## src/rtl/hwpe_stream_serialize_reg.sv

```systemverilog
// Merges NB_IN_STREAMS input streams into one output stream, taking nb_contig_m1+1 beats
// from each input in round-robin order, through a one-entry registered output buffer.
module hwpe_stream_serialize_reg #(
  parameter int unsigned NB_IN_STREAMS = 2,
  parameter int unsigned CONTIG_LIMIT  = 1024,
  parameter int unsigned DATA_WIDTH    = 32
) (
  input  logic                                    clk_i,
  input  logic                                    rst_i,
  input  logic                                    clear_i,
  input  logic [15:0]                             ctrl_first_stream_i,
  input  logic                                    ctrl_clear_serdes_state_i,
  input  logic [15:0]                             ctrl_nb_contig_m1_i,
  input  logic [NB_IN_STREAMS*DATA_WIDTH-1:0]     push_data_i,
  input  logic [NB_IN_STREAMS*DATA_WIDTH/8-1:0]   push_strb_i,
  input  logic [NB_IN_STREAMS-1:0]                push_valid_i,
  output logic [NB_IN_STREAMS-1:0]                push_ready_o,
  output logic [DATA_WIDTH-1:0]                   pop_data_o,
  output logic [DATA_WIDTH/8-1:0]                 pop_strb_o,
  output logic                                    pop_valid_o,
  input  logic                                    pop_ready_i
);

  localparam int unsigned SW     = $clog2(NB_IN_STREAMS);
  localparam int unsigned CW     = $clog2(CONTIG_LIMIT);
  localparam int unsigned STRB_W = DATA_WIDTH / 8;

  logic [SW-1:0]         stream_cnt_q;
  logic [CW-1:0]         contig_cnt_q;
  logic                  out_valid_q;
  logic [DATA_WIDTH-1:0] out_data_q;
  logic [STRB_W-1:0]     out_strb_q;

  logic                  in_ready;
  logic                  in_hs;
  logic                  sel_valid;
  logic [DATA_WIDTH-1:0] sel_data;
  logic [STRB_W-1:0]     sel_strb;
  logic [CW-1:0]         nb_contig_m1;
  logic [SW-1:0]         first_stream;
  logic                  burst_end;
  logic                  last_stream;

  // No handshake is offered while the block is being reset or cleared.
  assign in_ready = ~(rst_i | clear_i) & (~out_valid_q | pop_ready_i);
  assign in_hs    = sel_valid & in_ready;

  always_comb begin
    sel_valid    = 1'b0;
    sel_data     = '0;
    sel_strb     = '0;
    push_ready_o = '0;
    for (int unsigned k = 0; k < NB_IN_STREAMS; k++) begin
      if (stream_cnt_q == SW'(k)) begin
        sel_valid       = push_valid_i[k];
        sel_data        = push_data_i[k*DATA_WIDTH +: DATA_WIDTH];
        sel_strb        = push_strb_i[k*STRB_W +: STRB_W];
        push_ready_o[k] = in_ready;
      end
    end
  end

  assign nb_contig_m1 = ctrl_nb_contig_m1_i[CW-1:0];
  assign first_stream = (ctrl_first_stream_i >= 16'(NB_IN_STREAMS)) ? '0
                                                                    : ctrl_first_stream_i[SW-1:0];
  assign burst_end    = contig_cnt_q >= nb_contig_m1;
  assign last_stream  = stream_cnt_q == SW'(NB_IN_STREAMS - 1);

  always_ff @(posedge clk_i) begin
    if (rst_i || clear_i) begin
      stream_cnt_q <= '0;
      contig_cnt_q <= '0;
      out_valid_q  <= 1'b0;
      out_data_q   <= '0;
      out_strb_q   <= '0;
    end else begin
      if (in_hs) begin
        out_valid_q <= 1'b1;
        out_data_q  <= sel_data;
        out_strb_q  <= sel_strb;
      end else if (pop_ready_i) begin
        out_valid_q <= 1'b0;
      end

      if (ctrl_clear_serdes_state_i) begin
        stream_cnt_q <= first_stream;
        contig_cnt_q <= '0;
      end else if (in_hs && burst_end) begin
        contig_cnt_q <= '0;
        stream_cnt_q <= last_stream ? '0 : stream_cnt_q + 1'b1;
      end else if (in_hs) begin
        contig_cnt_q <= contig_cnt_q + 1'b1;
      end
    end
  end

  assign pop_valid_o = out_valid_q;
  assign pop_data_o  = out_data_q;
  assign pop_strb_o  = out_strb_q;

endmodule

```

## config.mk

```make
export PLATFORM = sky130hd
export DESIGN_NAME = hwpe_stream_serialize_reg
export DESIGN_NICKNAME = d
export VERILOG_FILES = /design/src/rtl/hwpe_stream_serialize_reg.sv
export SDC_FILE = /design/constraint.sdc
export NUM_CORES = 1
export LEC_CHECK = 0
export BUFFER_PORTS_ARGS = -buffer_cell sky130_fd_sc_hd__buf_4
export CAP_MARGIN = 20
export CELL_PAD_IN_SITES_DETAIL_PLACEMENT = 1
export CELL_PAD_IN_SITES_GLOBAL_PLACEMENT = 1
export CORE_UTILIZATION = 33
export CTS_CLUSTER_DIAMETER = 40
export CTS_CLUSTER_SIZE = 10
export DETAILED_ROUTE_END_ITERATION = 16
export GPL_ROUTABILITY_DRIVEN = 0
export HOLD_SLACK_MARGIN = 0.06
export PLACE_DENSITY = 0.85
export SKIP_LAST_GASP = 1
export SYNTH_ARGS = -nofsm -noshare
export SYNTH_HDL_FRONTEND = slang
export SYNTH_SLANG_ARGS = --single-unit
```

## constraint.sdc

```tcl
create_clock -name clk_i -period 5 [get_ports clk_i]
set_clock_uncertainty 0.05 [all_clocks]
set_input_delay 0.5 -clock clk_i [delete_from_list [all_inputs] [get_ports clk_i]]
set_output_delay 0.5 -clock clk_i [all_outputs]
set_load 0.03 [all_outputs]
```

==> out/results.ini <==
[logic_synthesis]
async_reset_ff_share_pct=0
synthFlopType=dfxtp_1
synth_fp_nets=392
netlist_area_um2=2480
yosysSeqAreaShare_pct=38.8
ys_warn_count=0
synth.distinct_cells=37
ys_seq_elements=48
avgSynthCellArea_um2=9.18
synthCells=270
synth_edf_count=0

[run]
cap_violations=0

[critical_path]
r2r_end=contig_cnt_q[4]
ff2ff_path_depth=6
timing.critical_path.from=clear_i
crit_fanout=77
cp-endpoint=contig_cnt_q[4]
cp.required_ns=5.17
r2r_start=last_stream
reg2reg_slack_ns=2.53
endpoint_kind=flop
crit_arrival_ns=2.65
critPathLaunchType=input pin
path_class=input pin to flop

[pwr]
total_power_mw=0.808
seqPwrFrac_pct=48.6
p_leak_nw=1.53
p_int_mw=0.615
swShare_pct=23.9
p_comb_share_pct=17.0
clock_power_share_pct=34.4
p_sw_mw=0.193
powerDensity_nw_per_um2=217
peakVddDrop_mv=0.144

[global_route]
track_usage_pct=18.0
grt_start_max_net_pins=78
grt_pass1_vias=2453
antenna_found_initial=0
grt_overflow=0
grt_pass1_wl_um=11100

[detailed_routing]
wl_met2_um=3770
wirelength_met1_um=2760
drt_wl_total_um=7040
vias=2508
route.met3.wl_um=431
routedWlPerCell_um=14.0
drc=0
drtAntennaViolNets=0
top_layer=met4
via_per_inst=5.01
drt_iter0_drc=30
first_pass_iters=4

[timing]
period_share_pct=49.5
hold_viol_final=0
slew_headroom_pct=39.5
fmax_mhz=404
tightest_slew_ns=0.907
period_minus_slack_ns=2.48
hold_slack_ns=0.425
rsz0062_at_grt=no
tns_ns=0
slew_violations=0
setup_viol=0

[clock_network]
postCtsSetupRepairBufs=0
max-clock-path-buffers=2
cts_resized=0
tritoncts=done
clk_pin_slew_ns=0.09
htree_num_levels=2
cts_buffers=5
holdBufCountCts=0
cts_root_buffer=clkbuf_8
clock_sinks=48
clock_latency_ns=0.30

[die]
die_x_um=88.7
coreArea_um2=7250
io_pins=150
die-area_um2=7860
die_y_um=88.7
initial_core_util_pct=34.2
rows=31

[layout]
drive_above_1_share_pct=39.6
fillers=902
nets=523
area_growth_pct=50.2
layout_common_cells=buf_4, dfxtp_1, a211oi_1
layout_commonest_cell=buf_4
seq_area_um2=962
multi_input_area_um2=1380
n_antenna_cell=0
fin_util_pct=51.3

[worst_hold_path]
worstHoldPathType=input pin to flop
whs_path_depth=3

[outcome]
outcome=finished clean

[placement]
hpwl_um=5420
port_buffers=143

==> worst min-delay path by stage <==
stage | start | to | slack [ns]
6_report | pop_ready_i | pop_valid_o | 0.42
3_5_place_dp | pop_valid_o | pop_valid_o | 0.44
2_1_floorplan | contig_cnt_q[1] | contig_cnt_q[1] | 0.42
5_1_grt | pop_ready_i | pop_valid_o | 0.45
3_3_place_gp | pop_valid_o | pop_valid_o | 0.42
4_1_cts | pop_ready_i | pop_valid_o | 0.42
==> worst max-delay path, cell delays in order <==
cell and delay [ns]:
buf_4 0.11, or2_2 0.61, nor3_4 0.27, buf_4 0.58, nand4_1 0.19, xor2_1 0.17
nor3_1 0.14
==> metrics by stage <==
stage / worst slack [ns] / cell area [um2] / instances
after CTS: 2.00 / 3690 / 500
after global placement: 2.11 / 3590 / 492
after floorplan: 2.70 / 2480 / 270
after detailed placement: 2.01 / 3590 / 492
final: 2.52 / 3720 / 501
after global routing: 2.29 / 3720 / 501
==> final cells by class <==
type	instances	area share [%]
Clock buffer	6	1.95
Clock inverter	2	0.941
Inverter	12	1.21
Multi-Input combinational cell	189	36.9
Sequential cell	48	25.8
Tap cell	99	3.33
Timing Repair Buffer	145	29.8
==> flip-flops by register name, indices dropped and copies added (netlist names) <==
| register | flops |
|---|---|
| pop_strb_o | 4 |
| contig_cnt_q | 10 |
| pop_valid_o | 1 |
| pop_data_o | 32 |
| last_stream | 1 |
==> power by group through the flow <==
stage	Combinational (mW)	Clock [mW]	Sequential, mW
floorplan	0.0432	0	0.415
global placement	0.135	0	0.401
detailed placement	0.139	0	0.402
CTS	0.140	0.287	0.393
global route	0.151	0.300	0.394
finish	0.137	0.278	0.393
==> cells by family (layout without fill, tap and decap cells) <==
group                      Yosys count  count (layout)  synth area share [%]
AOI/OAI and AO/OA                   51              51                  14.9
and+or+nand+nor                     84              84                  17.7
DFF                                 48              48                  38.8
buffers and inverters               33             165                  6.01
muxes                               37              37                  14.9
xor gates and xnor gates             6               6                  2.12
adders and majority gates           11              11                  5.55
==> synth_stat cells (2+ instances only) <==
master | instances | area share [%]
nor4_1 | 2 | 0.50
nor3_1 | 9 | 1.8
nand2_1 | 4 | 0.61
ha_1 | 11 | 5.6
a21oi_1 | 5 | 1.0
nand3_1 | 6 | 1.2
nor2b_1 | 2 | 0.50
dfxtp_1 | 48 | 39
nand2b_1 | 2 | 0.50
buf_2 | 11 | 2.2
a211oi_1 | 39 | 12
and3_1 | 2 | 0.50
nand4_1 | 8 | 2.0
inv_1 | 12 | 1.8
mux2i_1 | 37 | 15
nor2_1 | 37 | 5.6
clkbuf_1 | 8 | 1.2
xor2_1 | 6 | 2.1
or3_1 | 3 | 0.76
==> layer usage <==
layer	up-vias	GRT usage, %
li1	1248	-
met1	1175	19.6
met2	77	34.0
met3	8	5.13
met4	0	4.40
met5	-	0
No activity file was read; power rests on OpenSTA's default activity.
